## config.mk

```make
export PLATFORM = sky130hd
export DESIGN_NAME = mem_arbiter
export DESIGN_NICKNAME = d
export VERILOG_FILES = /design/src/rtl/mem_arbiter.sv
export SDC_FILE = /design/constraint.sdc
export NUM_CORES = 1
export LEC_CHECK = 0
export CORE_ASPECT_RATIO = 1.2
export CORE_MARGIN = 2
export CORE_UTILIZATION = 44
export DETAILED_ROUTE_END_ITERATION = 12
export PLACE_DENSITY = 0.85
export SYNTH_ARGS = -nofsm -noshare
export SYNTH_HDL_FRONTEND = slang
export SYNTH_SLANG_ARGS = --single-unit
```

## constraint.sdc

```tcl
create_clock -name clk -period 5.9 [get_ports clk]
set_input_delay 1.18 -clock clk [delete_from_list [all_inputs] [get_ports clk]]
set_output_delay 1.18 -clock clk [all_outputs]
set_load 0.02 [all_outputs]
```

## src/rtl/mem_arbiter.sv

```systemverilog
// Two-master (CPU / DMA) arbiter and access sequencer for the shared program/data memory.
// Round-robin grant on contention, programmable wait states, one-cycle ack to the winner.
module mem_arbiter #(
    parameter int AW          = 12,
    parameter int DW          = 16,
    parameter int WAIT_STATES = 1
) (
    input  logic          clk,
    input  logic          rst,
    input  logic          cpu_req,
    input  logic          cpu_we,
    input  logic [AW-1:0] cpu_addr,
    input  logic [DW-1:0] cpu_wdata,
    output logic [DW-1:0] cpu_rdata,
    output logic          cpu_ack,
    input  logic          dma_req,
    input  logic          dma_we,
    input  logic [AW-1:0] dma_addr,
    input  logic [DW-1:0] dma_wdata,
    output logic [DW-1:0] dma_rdata,
    output logic          dma_ack,
    output logic [AW-1:0] mem_addr,
    output logic [DW-1:0] mem_wdata,
    output logic          mem_rd,
    output logic          mem_wr,
    input  logic [DW-1:0] mem_rdata,
    output logic [1:0]    grant,
    output logic          busy
);

    typedef enum logic [1:0] {IDLE, ACCESS, DONE} state_t;

    state_t        state, state_n;
    logic          last_dma, last_dma_n;
    logic [3:0]    cnt, cnt_n;
    logic          cpu_win, dma_win;
    logic          sel_we;
    logic [AW-1:0] sel_addr;
    logic [DW-1:0] sel_wdata;

    logic [DW-1:0] cpu_rdata_n, dma_rdata_n, mem_wdata_n;
    logic [AW-1:0] mem_addr_n;
    logic          cpu_ack_n, dma_ack_n, mem_rd_n, mem_wr_n, busy_n;
    logic [1:0]    grant_n;

    // The memory outputs themselves hold the latched request for the whole ACCESS phase.
    always_comb begin
        state_n     = state;
        last_dma_n  = last_dma;
        cnt_n       = cnt;
        cpu_rdata_n = cpu_rdata;
        dma_rdata_n = dma_rdata;
        cpu_ack_n   = 1'b0;
        dma_ack_n   = 1'b0;
        mem_addr_n  = mem_addr;
        mem_wdata_n = mem_wdata;
        mem_rd_n    = mem_rd;
        mem_wr_n    = mem_wr;
        grant_n     = grant;
        busy_n      = busy;

        cpu_win   = cpu_req & (~dma_req | last_dma);
        dma_win   = dma_req & ~cpu_win;
        sel_we    = cpu_win ? cpu_we    : dma_we;
        sel_addr  = cpu_win ? cpu_addr  : dma_addr;
        sel_wdata = cpu_win ? cpu_wdata : dma_wdata;

        case (state)
            IDLE: begin
                if (cpu_win | dma_win) begin
                    state_n     = ACCESS;
                    grant_n     = {dma_win, cpu_win};
                    last_dma_n  = dma_win;
                    cnt_n       = 4'(WAIT_STATES);
                    busy_n      = 1'b1;
                    mem_addr_n  = sel_addr;
                    mem_rd_n    = ~sel_we;
                    mem_wr_n    = sel_we;
                    mem_wdata_n = sel_we ? sel_wdata : '0;
                end
            end
            ACCESS: begin
                if (cnt == 4'd0) begin
                    state_n     = DONE;
                    cpu_ack_n   = grant[0];
                    dma_ack_n   = grant[1];
                    mem_addr_n  = '0;
                    mem_wdata_n = '0;
                    mem_rd_n    = 1'b0;
                    mem_wr_n    = 1'b0;
                    if (mem_rd && grant[0]) cpu_rdata_n = mem_rdata;
                    if (mem_rd && grant[1]) dma_rdata_n = mem_rdata;
                end else begin
                    cnt_n = cnt - 4'd1;
                end
            end
            DONE: begin
                state_n = IDLE;
                grant_n = 2'b00;
                busy_n  = 1'b0;
            end
            default: begin
                state_n = IDLE;
                grant_n = 2'b00;
                busy_n  = 1'b0;
            end
        endcase
    end

    always_ff @(posedge clk or negedge rst) begin
        if (!rst) begin
            state     <= IDLE;
            last_dma  <= 1'b1;
            cnt       <= 4'd0;
            cpu_rdata <= '0;
            dma_rdata <= '0;
            cpu_ack   <= 1'b0;
            dma_ack   <= 1'b0;
            mem_addr  <= '0;
            mem_wdata <= '0;
            mem_rd    <= 1'b0;
            mem_wr    <= 1'b0;
            grant     <= 2'b00;
            busy      <= 1'b0;
        end else begin
            state     <= state_n;
            last_dma  <= last_dma_n;
            cnt       <= cnt_n;
            cpu_rdata <= cpu_rdata_n;
            dma_rdata <= dma_rdata_n;
            cpu_ack   <= cpu_ack_n;
            dma_ack   <= dma_ack_n;
            mem_addr  <= mem_addr_n;
            mem_wdata <= mem_wdata_n;
            mem_rd    <= mem_rd_n;
            mem_wr    <= mem_wr_n;
            grant     <= grant_n;
            busy      <= busy_n;
        end
    end

endmodule

```

Word-level counts from Yosys, hierarchy flattened --
Cells that the tools add are included.
Cells by class: $add $sub $neg 1, reduce and logical (&&, ||, !) cells 12, $mul 0, magnitude comparators 0, divide/modulo/power cells 0, shifts and indexed selects 0, bitwise logic cells 8, muxes and demuxes 29, equal/unequal tests 4
Operators with widths (count):
- two-way mux 16 bit | 4
- two-way mux 12 bit | 3
- one-hot mux 16 bit (2 select lines) | 1
- one-hot mux 12 bit (2 select lines) | 1
- AND reduction 3 bit | 4
- two-way mux 1 bit | 9
- two-way mux 4 bit | 2
- one-hot mux 2 bit (2 select lines) | 2
- one-hot mux 4 bit (2 select lines) | 1
- two-way mux 2 bit | 3
- inequality test 2 bit (second input constant) | 3
- one-hot mux 1 bit (2 select lines) | 3
- AND reduction 2 bit | 3
- logical NOT 4 bit | 1
- NOT 1 bit | 4
- subtractor 4 x 1 -> 4 bit (second input constant) | 1
- bitwise AND 1 bit | 2
- equality test 2 x 1 -> 1 bit (second input constant) | 1
- logical AND 1 bit | 2
- logical NOT 2 bit | 1
- bitwise OR 1 bit | 2
- nonzero test 2 bit | 1
Storage, ports and cells: bits in latches 0, output and inout bits 67, logic and storage cells 67, input port bits 78, bits in registers 74, RAM bits 0, memories 0, bits in read-only memories 0

Logic depth before layout (Yosys ltp) --
depth in word-level cells 8, mapped depth 8, depth with buffers taken out 6

Worst setup path after synthesis --
Ideal clock, no wire load.
path type in2reg, from input port dma_req, to register mem_addr[3], library setup time 0.132 ns, arrival time 2.295 ns, required time 5.768 ns, stages on the path 5, path buffers 1, slack 3.473 ns, cells stage by stage inv_1 > o21ai_1 > buf_2 > mux2i_1 > o2bb2ai_1
On the way: cells in the longest elaborated chain, start to end 8, elaborated cells between the ends (all ways) 11, those cells by class eq/ne (1); mux (3); bitwise (6); reduce/logical (1)
RTL lines:
- start, declared | line 16 | input logic dma_req,
- NOT 1 bit | line 62 | cpu_win = cpu_req & (~dma_req | last_dma);
- bitwise OR 1 bit | line 62
- bitwise AND 1 bit | line 62
- NOT 1 bit | line 63 | dma_win = dma_req & ~cpu_win;
- bitwise AND 1 bit | line 63
- bitwise OR 1 bit | line 70 | if (cpu_win | dma_win) begin
- inequality test 2 bit (no line)
- AND reduction 3 bit (no line)
- end signal, assigned | line 133 | mem_addr <= mem_addr_n;
- end, declared | line 22 | output logic [AW-1:0] mem_addr,
Several ways; a longest one is shown, not always the timed one. The select of a mux whose other input is x is not followed. A chain may end at the register's enable or synchronous reset.

Worst setup path in the final report --
from input port dma_req, to register mem_wdata[12]
On the way: cells in the longest elaborated chain, start to end 8, elaborated cells between the ends (all ways) 13, those cells by class eq/ne (1); mux (5); bitwise (6); reduce/logical (1)
RTL lines:
- NOT 1 bit | line 62
- bitwise OR 1 bit | line 62
- bitwise AND 1 bit | line 62
- NOT 1 bit | line 63
- bitwise AND 1 bit | line 63
- bitwise OR 1 bit | line 70
- inequality test 2 bit (no line)
- AND reduction 3 bit (no line)
- end signal, assigned | line 134 | mem_wdata <= mem_wdata_n;
- end, declared | line 23 | output logic [DW-1:0] mem_wdata,
Several ways; a longest one is shown, not always the timed one. The select of a mux whose other input is x is not followed.

==> flow_summary.yaml <==
timing:
  fin_ws_ns: 2.89
  finalSetupTns_ns: 0
  finalSetupViolations: 0
  slew_violations: 0
  finalWorstPathRequiredPeriod_ns: 3.01
  clock.fmax_mhz: 333
  fin_skew_ns: 0.00825
  tightestPinTransition_ns: 1.08
  hold_violations: 0
  slew_headroom: 0.283
  post-route-period-util: 0.510
  rsz0062_at_grt: "false"
worst_setup_path:
  reg2reg_depth: 6
  crit_required_ns: 6.12
  critPathCaptureType: "flop"
  rr_endpoint: "dma_rdata[14]"
  startpoint_type: "input pin"
  crit_fanout: 16
  worst-r2r-setup-slack_ns: 3.63
  crit_path_start: "dma_req"
  worstSetupEndpoint: "mem_wdata[12]"
  timing.rr.start: "cnt[0]"
  cp.arrival_ns: 3.23
  crit_type: "in -> reg"
placement:
  postPlaceCellArea_um2: 4590
  place_inst: 442
  detailedPlacementHpwl_um: 5480
  finalWeightedCongestion: 0.703
  place_ws_ns: 2.51
  io_buffers: 144
clocking:
  htreeDepth: 3
  ctsHoldBuffers: 0
  cts_inserted_buffers: 9
  cts_root_buffer: "clkbuf_8"
  cts_buffer_depth: 2
  clkSlewWorstSetupHoldPaths_ns: 0.08
  cts.repair.resized: 0
  cts_tree: "built"
  clkSinkCount: 74
  insertion_delay_ns: 0.34
  cts_setup_buffers: 0
global_routing:
  grt_max_degree: 75
  overflow: 0
  antenna_found_initial: 0
  grt_pass1_wl_um: 11600
  grt_pass1_vias: 2468
  track_usage: 0.199
pwr:
  p_switching_mw: 0.935
  p_int_mw: 1.68
  combPwrFrac: 0.482
  power.share.switching: 0.358
  power.total_mw: 2.61
  pwr-share-seq: 0.340
  p_per_area_nw_per_um2: 540
  p_clk_frac: 0.178
  p_leak_nw: 2.11
  worst_ir_drop_vdd_mv: 0.302
synthesis:
  synth_seq_area_share: 0.596
  ys_types: 35
  netlist_area_um2: 3110
  avgSynthCellArea_um2: 14.0
  synth_cells: 222
  ys_warn_count: 0
  synth-seq-cells: 74
  syn-num-nets: 302
floorplanning:
  dieArea_um2: 7760
  core_um2: 6850
  pin_count: 145
  initial_utilization: 0.454
  die_w_um: 80.8
  die_h_um: 96.1
  rows: 33
routing:
  ant_nets: 0
  avgRoutedWirePerCell_um: 16.3
  finalWirelength_um: 7440
  drc_errors: 0
  via_count: 2379
  dr.pass1.iters: 4
  via_per_inst: 5.19
  first_iter_violations: 62
cells_and_area:
  final_cells: 458
  syn_to_final_growth_pct: 55.4
  drive_above_1_share: 0.156
  fillerInstances: 516
  diodes: 0
  nets: 446
  final_area_um2: 4830
outcome:
  status: "completed"
job:
  maxCapViolCount: 0
hold_path:
  min_path_type: "reg -> reg"
[how the worst min path moves through the flow]
stage                  from            to  slack [ns]  cells after the start
6_report       mem_addr[10]  mem_addr[10]        0.49                      1
5_1_grt        mem_addr[10]  mem_addr[10]        0.51                      1
4_1_cts         mem_addr[9]   mem_addr[9]        0.50                      1
3_5_place_dp    mem_addr[9]   mem_addr[9]        0.47                      1
3_3_place_gp         cnt[3]        cnt[3]        0.47                      1
2_1_floorplan        cnt[3]        cnt[3]        0.45                      1
[power by group through the flow]
| stage | logic (mW) | clock network (mW) | registers [mW] |
|---|---|---|---|
| after detailed placement | 1.27 | 0 | 0.893 |
| after floorplan | 0.449 | 0 | 1.15 |
| final | 1.26 | 0.465 | 0.890 |
| after CTS | 1.27 | 0.478 | 0.891 |
| after global routing | 1.35 | 0.496 | 0.918 |
| after global placement | 1.24 | 0 | 0.887 |
[cell families (layout without fill, tap and decap cells)]
logic type / after synthesis / after routing / synth area share
flops: 74 / 74 / 0.596
mux: 48 / 48 / 0.167
simple gates: 42 / 42 / 0.0901
compound gates: 38 / 38 / 0.108
buf+inv: 18 / 167 / 0.0306
fa+ha+maj: 2 / 2 / 0.00804
[Yosys cell counts]
cell type	instances	area, um2
a21oi_1	1	5.00
a221o_1	16	160
a22o_1	2	17.5
a2bb2oi_1	1	8.76
and2_1	18	113
and2b_1	1	7.51
and3_1	1	6.26
buf_2	4	20.0
buf_6	3	33.8
clkbuf_1	4	15.0
dfrtp_1	73	1830
dfstp_2	1	26.3
ha_1	2	25.0
inv_1	7	26.3
mux2_2	32	360
mux2i_1	16	160
nand2_1	2	7.51
nand2b_1	2	12.5
nand3_1	1	5.00
nand3_2	2	20.0
nor2_1	5	18.8
nor2b_4	1	13.8
nor3_1	1	5.00
nor3_4	1	16.3
nor3b_1	1	7.51
o21ai_0	2	10.0
o21ai_1	1	5.00
o22a_1	1	8.76
o2bb2ai_1	13	114
o31ai_1	1	7.51
or2_2	2	12.5
or2b_1	1	7.51
or3_4	1	11.3
or3b_1	1	8.76
or4_1	1	7.51
[through the flow]
stage | util | hold WS, ns
2_1_floorplan | - | 0.446
3_3_place_gp | 0.670 | 0.466
3_5_place_dp | 0.670 | 0.473
4_1_cts | 0.705 | 0.496
5_1_grt | 0.705 | 0.510
6_report | 0.705 | 0.495
[flip-flops by register name, summed over array words and instances (netlist names)]
register	cells
cpu_rdata	16
dma_rdata	16
mem_wdata	16
mem_addr	12
cnt	4
grant	2
state	2
busy	1
cpu_ack	1
dma_ack	1
last_dma	1
mem_rd	1
mem_wr	1
[routing by layer]
layer | vias to the layer above | global-route usage | part of all wire
li1 | 1101 | - | -
met3 | 6 | 0.0882 | 0.11
met1 | 1151 | 0.228 | 0.39
met2 | 121 | 0.330 | 0.49
met4 | 0 | 0.0749 | 0.0086
met5 | - | 0 | 0
[cell type report]
type / instances / area (um2) / area share
Clock buffer: 9 / 124 / 0.0256
Clock inverter: 7 / 118 / 0.0243
Inverter: 7 / 26.3 / 0.00543
Multi-Input combinational cell: 130 / 1170 / 0.241
Sequential cell: 74 / 1850 / 0.383
Tap cell: 87 / 109 / 0.0225
Timing Repair Buffer: 144 / 1440 / 0.298
[worst max-delay path, cell delays in order]
cell             delay [ns]
clkdlybuf4s50_1        0.53
inv_1                  0.07
o21ai_2                0.84
nor3_4                 0.24
a221o_1                0.37
[cell usage in the layout (no fill, tap or decap), types with 2 or more instances in the layout]
master / n
clkdlybuf4s50_1: 143
dfrtp_1: 73
mux2_2: 32
and2_1: 18
a221o_1: 16
mux2i_1: 16
o2bb2ai_1: 13
clkbuf_8: 9
inv_1: 7
nor2_1: 5
bufinv_16: 3
or2_2: 2
nand2_1: 2
nand3_2: 2
nand2b_1: 2
a22o_1: 2
o21ai_0: 2
ha_1: 2
clkinv_4: 2
clkinv_2: 2
(Power assumes the default switching activity.)
